==> src/rtl/jpeg_qnr_stage_if.sv <==
// Coefficient/table bus for the JPEG quantizer stage.
//   din/din_vld/dstrb       : signed 12-bit coefficient in zigzag order, valid, DC strobe
//   qt_we/qt_addr/qt_din    : reciprocal table write port (round(4096/Q), 13-bit)
//   dout/douten/dstrb_out   : signed 11-bit quantized coefficient, valid, DC strobe
// master drives the coefficient and table inputs; slave is the quantizer.
interface jpeg_qnr_stage_if;
  logic [11:0] din;
  logic        din_vld;
  logic        dstrb;
  logic        qt_we;
  logic [5:0]  qt_addr;
  logic [12:0] qt_din;
  logic [10:0] dout;
  logic        douten;
  logic        dstrb_out;

  modport master (
    output din, din_vld, dstrb, qt_we, qt_addr, qt_din,
    input  dout, douten, dstrb_out
  );

  modport slave (
    input  din, din_vld, dstrb, qt_we, qt_addr, qt_din,
    output dout, douten, dstrb_out
  );
endinterface

==> src/rtl/jpeg_qnr_stage.sv <==
// JPEG quantizer: multiplies |din| by a per-coefficient reciprocal, rounds half away
// from zero, saturates to +/-1023 and restores the sign. Three-stage pipeline
// (operands, product, rounded result), one coefficient per clock.
// Ports:
//   clk  : clock, rising edge
//   rst  : asynchronous active-low reset (clears pipeline, counter and table)
//   ena  : pipeline enable; low freezes all pipeline state and the coefficient counter
//   bus  : coefficient in/out and table write port (slave side)
module jpeg_qnr_stage (
  input  logic             clk,
  input  logic             rst,
  input  logic             ena,
  jpeg_qnr_stage_if.slave  bus
);

  logic [12:0] qt_q [64];
  logic [12:0] qt_d [64];
  logic [5:0]  cnt_q, cnt_d;

  logic        s1_vld_q, s1_vld_d, s1_strb_q, s1_strb_d, s1_neg_q, s1_neg_d;
  logic [11:0] s1_abs_q, s1_abs_d;
  logic [12:0] s1_rcp_q, s1_rcp_d;

  logic        s2_vld_q, s2_vld_d, s2_strb_q, s2_strb_d, s2_neg_q, s2_neg_d;
  logic [24:0] s2_prod_q, s2_prod_d;

  logic [10:0] dout_q, dout_d;
  logic        douten_q, douten_d, dstrb_out_q, dstrb_out_d;

  logic        accept;
  logic [5:0]  rd_idx;
  logic [11:0] din_abs;
  logic [12:0] mag_full;
  logic [10:0] mag_sat;

  // Table write is independent of ena. The read below sees qt_q, so a same-cycle
  // write to the entry being read returns the old value.
  always_comb begin
    qt_d = qt_q;
    if (bus.qt_we) qt_d[bus.qt_addr] = bus.qt_din;
  end

  always_comb begin
    accept  = ena & bus.din_vld;
    rd_idx  = bus.dstrb ? 6'd0 : cnt_q;
    // -(-2048) is 2048, which still fits 12 bits unsigned
    din_abs = bus.din[11] ? (~bus.din + 12'd1) : bus.din;

    cnt_d     = cnt_q;
    s1_vld_d  = s1_vld_q;
    s1_strb_d = s1_strb_q;
    s1_neg_d  = s1_neg_q;
    s1_abs_d  = s1_abs_q;
    s1_rcp_d  = s1_rcp_q;
    s2_vld_d  = s2_vld_q;
    s2_strb_d = s2_strb_q;
    s2_neg_d  = s2_neg_q;
    s2_prod_d = s2_prod_q;
    dout_d      = dout_q;
    douten_d    = douten_q;
    dstrb_out_d = dstrb_out_q;

    // Max product 2048*8191 plus 2048 stays below 2^25.
    mag_full = 13'((s2_prod_q + 25'd2048) >> 12);
    mag_sat  = (mag_full > 13'd1023) ? 11'd1023 : {1'b0, mag_full[9:0]};

    if (ena) begin
      // Stage 1: operands
      s1_vld_d  = bus.din_vld;
      s1_strb_d = bus.din_vld & bus.dstrb;
      if (accept) begin
        cnt_d    = rd_idx + 6'd1;  // 63 -> 0 wraps naturally
        s1_neg_d = bus.din[11];
        s1_abs_d = din_abs;
        s1_rcp_d = qt_q[rd_idx];
      end
      // Stage 2: product
      s2_vld_d  = s1_vld_q;
      s2_strb_d = s1_strb_q;
      s2_neg_d  = s1_neg_q;
      s2_prod_d = 25'(s1_abs_q) * 25'(s1_rcp_q);
      // Stage 3: round, saturate, sign; dout holds across bubbles
      douten_d    = s2_vld_q;
      dstrb_out_d = s2_strb_q;
      if (s2_vld_q) dout_d = s2_neg_q ? (~mag_sat + 11'd1) : mag_sat;
    end
  end

  always_ff @(posedge clk or negedge rst) begin
    if (!rst) begin
      for (int i = 0; i < 64; i++) qt_q[i] <= 13'h1000;
    end else begin
      qt_q <= qt_d;
    end
  end

  always_ff @(posedge clk or negedge rst) begin
    if (!rst) begin
      cnt_q       <= '0;
      s1_vld_q    <= 1'b0;
      s1_strb_q   <= 1'b0;
      s1_neg_q    <= 1'b0;
      s1_abs_q    <= '0;
      s1_rcp_q    <= '0;
      s2_vld_q    <= 1'b0;
      s2_strb_q   <= 1'b0;
      s2_neg_q    <= 1'b0;
      s2_prod_q   <= '0;
      dout_q      <= '0;
      douten_q    <= 1'b0;
      dstrb_out_q <= 1'b0;
    end else begin
      cnt_q       <= cnt_d;
      s1_vld_q    <= s1_vld_d;
      s1_strb_q   <= s1_strb_d;
      s1_neg_q    <= s1_neg_d;
      s1_abs_q    <= s1_abs_d;
      s1_rcp_q    <= s1_rcp_d;
      s2_vld_q    <= s2_vld_d;
      s2_strb_q   <= s2_strb_d;
      s2_neg_q    <= s2_neg_d;
      s2_prod_q   <= s2_prod_d;
      dout_q      <= dout_d;
      douten_q    <= douten_d;
      dstrb_out_q <= dstrb_out_d;
    end
  end

  assign bus.dout      = dout_q;
  assign bus.douten    = douten_q;
  assign bus.dstrb_out = dstrb_out_q;

endmodule

==> src/flat_wrapper.sv <==
// flat-port wrapper written by rule: the top's interface ports become plain ports
module jpeg_qnr_stage_flat 
  (clk, rst, ena, bus_din, bus_din_vld, bus_dstrb, bus_qt_we, bus_qt_addr, bus_qt_din, bus_dout, bus_douten, bus_dstrb_out);
  jpeg_qnr_stage_if bus_i ();
  input  logic clk;
  input  logic rst;
  input  logic ena;
  input wire logic [$bits(bus_i.din)-1:0] bus_din;
  input wire logic [$bits(bus_i.din_vld)-1:0] bus_din_vld;
  input wire logic [$bits(bus_i.dstrb)-1:0] bus_dstrb;
  input wire logic [$bits(bus_i.qt_we)-1:0] bus_qt_we;
  input wire logic [$bits(bus_i.qt_addr)-1:0] bus_qt_addr;
  input wire logic [$bits(bus_i.qt_din)-1:0] bus_qt_din;
  output wire logic [$bits(bus_i.dout)-1:0] bus_dout;
  output wire logic [$bits(bus_i.douten)-1:0] bus_douten;
  output wire logic [$bits(bus_i.dstrb_out)-1:0] bus_dstrb_out;
  assign bus_i.din = bus_din;
  assign bus_i.din_vld = bus_din_vld;
  assign bus_i.dstrb = bus_dstrb;
  assign bus_i.qt_we = bus_qt_we;
  assign bus_i.qt_addr = bus_qt_addr;
  assign bus_i.qt_din = bus_qt_din;
  assign bus_dout = bus_i.dout;
  assign bus_douten = bus_i.douten;
  assign bus_dstrb_out = bus_i.dstrb_out;
  jpeg_qnr_stage u_core (.clk(clk), .rst(rst), .ena(ena), .bus(bus_i));
endmodule
==> config.mk <==
export PLATFORM = sky130hd
export DESIGN_NAME = jpeg_qnr_stage_flat
export DESIGN_NICKNAME = d
export VERILOG_FILES = /design/src/rtl/jpeg_qnr_stage_if.sv /design/src/rtl/jpeg_qnr_stage.sv /design/src/flat_wrapper.sv
export SDC_FILE = /design/constraint.sdc
export NUM_CORES = 2
export LEC_CHECK = 0
export ABC_AREA = 1
export CORE_MARGIN = 2
export CORE_UTILIZATION = 64
export CTS_BUF_LIST = sky130_fd_sc_hd__clkbuf_16
export DETAILED_ROUTE_END_ITERATION = 16
export HOLD_SLACK_MARGIN = 0.08
export PLACE_DENSITY = 0.88
export SLEW_MARGIN = 20
export SYNTH_ARGS = -nofsm -noshare
export SYNTH_HDL_FRONTEND = slang
export SYNTH_SLANG_ARGS = --single-unit
export TNS_END_PERCENT = 10
==> constraint.sdc <==
create_clock -name clk -period 5.9 [get_ports clk]
set_input_delay 0.885 -clock clk [delete_from_list [all_inputs] [get_ports clk]]
set_output_delay 0.885 -clock clk [all_outputs]
set_load 0.005 [all_outputs]
==> results.yml <==
power_and_ir_drop:
  clkPwrFrac: 0.320
  intPower_mw: 11.70
  comb_power_share: 0.244
  ir_worst_vdd_v: 0.0002421
  seq_power_share: 0.437
  power_density_nw_per_um2: 356.9
  p_sw_mw: 5.830
  fin_total_pwr_mw: 17.53
  leakagePower_nw: 22.70
  p_sw_frac: 0.3326
route:
  wirelength_microns: 126600
  drt_iter0_drc: 5711
  vias_per_cell: 6.264
  drc: 0
  vias: 39640
  routedWlPerCell_microns: 20.00
  drt_first_pass_iters: 7
  postRouteAntennaNets: 0
cts:
  clkSinkCount: 896
  cts_buffers: 91
  cts_buffer_depth: 3
  root_buffer: "clkbuf_16"
  postCtsSetupBuffers: 0
  htreeDepth: 3
  cts-resized-gates: 0
  ctsHoldBuffers: 0
  clkTransAtPathRegs_ns: 0.07
  cts_tree: "built"
  clkLatencyLatePin_ns: 0.68
logic_synthesis:
  synth_edf_count: 0
  synthCells: 5522
  syn_area_sq_um: 45820
  yosysSeqAreaShare: 0.4911
  synth_cell_type_count: 43
  postSynthAreaPerCell_sq_um: 8.298
  synthFlopType: "dfrtp_1"
  yosysWarnings: 0
  synth-seq-cells: 896
  syn_nets: 5731
  ys_async_sr_fraction: 1.000
cells_and_area:
  nets: 5511
  final_common_cell: "nand2_1"
  most-common-layout-cells: "nand2_1 (1209), o21ai_0 (1117), dfrtp_1 (832), nor2_1 (622), inv_1 (288)"
  syn2layout_area_growth_pct: 7.187
  final_layout_size_suffix_gt1_frac: 0.06453
  antenna_cells: 0
run:
  max_cap_viol_count: 0
floorplan:
  die_w_microns: 271.6
  pin_count: 50
  initial_core_util: 0.6432
  die_area_sq_um: 73750
  coreArea_sq_um: 71240
  rows: 98
  die_y_microns: 271.6
worst_setup_path:
  cp-end-kind: "flip-flop"
  cp_max_fo: 13
  crit_top_cell: "fa_1"
  crit_chain: "nand2_1, fa_1, fa_1, fa_1, inv_1, fa_1, inv_1, fa_1, inv_1, ha_1, a21oi_1, o21a_1, o21ai_0, a21oi_1, o21bai_1, or2_2, nand3_1, o21ai_0"
  startpoint_type: "flip-flop"
  crit_arrival_ns: 5.74
  crit_slowest_cell: "dfrtp_1"
  worst-setup-path-type: "reg -> reg"
  crit_required_ns: 6.38
  crit_path_max_incr_delay_ns: 0.64
timing:
  fin_crit_ns: 5.252
  finalMaxSlewViolations: 0
  period_share: 0.8902
  rsz0062_at_grt: "false"
  slew_headroom: 0.2414
  tns_ns: 0
  skew_ns: 0.05177
  finalHoldViolCount: 0
  setup_violations: 0
  whs_ns: 0.2618
  worst_pin_slew_ns: 1.132
  max_freq_mhz: 190.4
global_route:
  grt_pass1_wl_microns: 204700
  grt_max_degree: 174
  grt_pass1_vias: 38310
  overflow: 0
  antenna_found_initial: 0
  grt_usage: 0.3463
hold_path:
  hold_path.class: "in -> async"
place:
  globalplace.congestion: 0.9160
  io_buffer_count: 49
  hpwl_microns: 74600
run_status:
  outcome: "complete, no violations"
final cells by class:
class                   count  area, sq um
flip-flops and latches    896        22500
fillers                  5350        22130
multi-input cells        3918        20350
clock buffers              92         2302
well taps                 950         1189
repair buffers            108         1126
inverters                 287         1094
clock inverters            76        554.3
final timing paths:
path	from	to	slack, ns	depth (start not counted)
max	u_core.s1_rcp_q[7]	u_core.s2_prod_q[17]	0.65	18
min	rst	u_core.qt_q[379]	0.26	1
max reg2reg	u_core.s1_rcp_q[7]	u_core.s2_prod_q[17]	0.65	18
min reg2reg	u_core.qt_q[608]	u_core.qt_q[608]	0.48	2
max in group asynchronous	rst	u_core.qt_q[573]	4.18	2
min in group clk	u_core.qt_q[608]	u_core.qt_q[608]	0.48	2
per-stage QoR:
step	std cells	util	cell area, sq um	setup WS [ns]
4_1_cts	6327	0.6894	49110	0.6823
3_3_place_gp	6159	0.6493	46250	0.7249
6_report	6327	0.6894	49110	0.6481
5_1_grt	6327	0.6894	49110	0.3405
2_1_floorplan	5522	-	45820	1.096
3_5_place_dp	6159	0.6493	46250	0.7077
registers in the layout, summed over array words and instances (netlist names):
register,cells
u_core.bus.dout,11
u_core.bus.douten,1
u_core.bus.dstrb_out,1
u_core.cnt_q,6
u_core.qt_q,832
u_core.s1_abs_q,12
u_core.s1_neg_q,1
u_core.s1_rcp_q,13
u_core.s1_strb_q,1
u_core.s1_vld_q,1
u_core.s2_neg_q,1
u_core.s2_prod_q,14
u_core.s2_strb_q,1
u_core.s2_vld_q,1
metal layers:
layer  vias up  routed length (microns)  track usage
met4         0                     7015       0.1865
li1      17790                        -            -
met1     19080                    48980       0.4645
met2      2349                    57650       0.5353
met3       417                    12920      0.06970
met5         -                        0     0.001926
cells in the mapped netlist (4+ instances only):
cell,n,area share
ha_1,63,0.017
clkinv_1,16,0.0013
buf_2,129,0.014
xor2_1,16,0.0031
inv_1,267,0.022
a21oi_1,27,0.0029
o21ai_0,1117,0.12
nor2_2,8,0.0011
o211ai_1,184,0.030
buf_4,23,0.0038
o21bai_1,7,0.0011
nand2_1,1210,0.099
xnor2_1,7,0.0013
nor3_2,10,0.0022
fa_1,109,0.048
o221ai_1,26,0.0050
buf_6,8,0.0020
o21ai_1,206,0.023
nand3_1,172,0.019
inv_2,4,0.00033
dfrtp_1,832,0.45
nor3_1,10,0.0011
o22ai_1,27,0.0037
nand2_2,58,0.0079
clkbuf_1,256,0.021
a31oi_1,4,0.00055
dfstp_2,64,0.037
or2_2,7,0.00096
nand4_1,10,0.0014
nor2_1,622,0.051
power groups by stage:
stage          combinational (mW)  clock [mW]  sequential (mW)
6_report                     4.27        5.60             7.65
5_1_grt                      4.89        5.89             7.75
3_5_place_dp                 4.20           0             7.72
3_3_place_gp                 4.07           0             7.68
2_1_floorplan                3.13           0             7.49
4_1_cts                      4.25        5.62             7.63
cells by family after synthesis:
logic type / after synthesis / share of synthesized area
AOI/OAI and AO/OA: 1604 / 0.1890
xor gates and xnor gates: 23 / 0.004396
adders and majority gates: 172 / 0.06483
buffers and inverters: 708 / 0.06513
DFF: 896 / 0.4911
and+or+nand+nor: 2119 / 0.1856
worst max-delay path, delay by kind of cell (launching register included):
kind | cells | cell delay, ns
flops | 1 | 0.64
simple gates | 3 | 0.49
buf+inv | 3 | 0.14
compound gates | 6 | 0.97
fa+ha+maj | 6 | 2.84
Power figures use the tool's default switching activity.
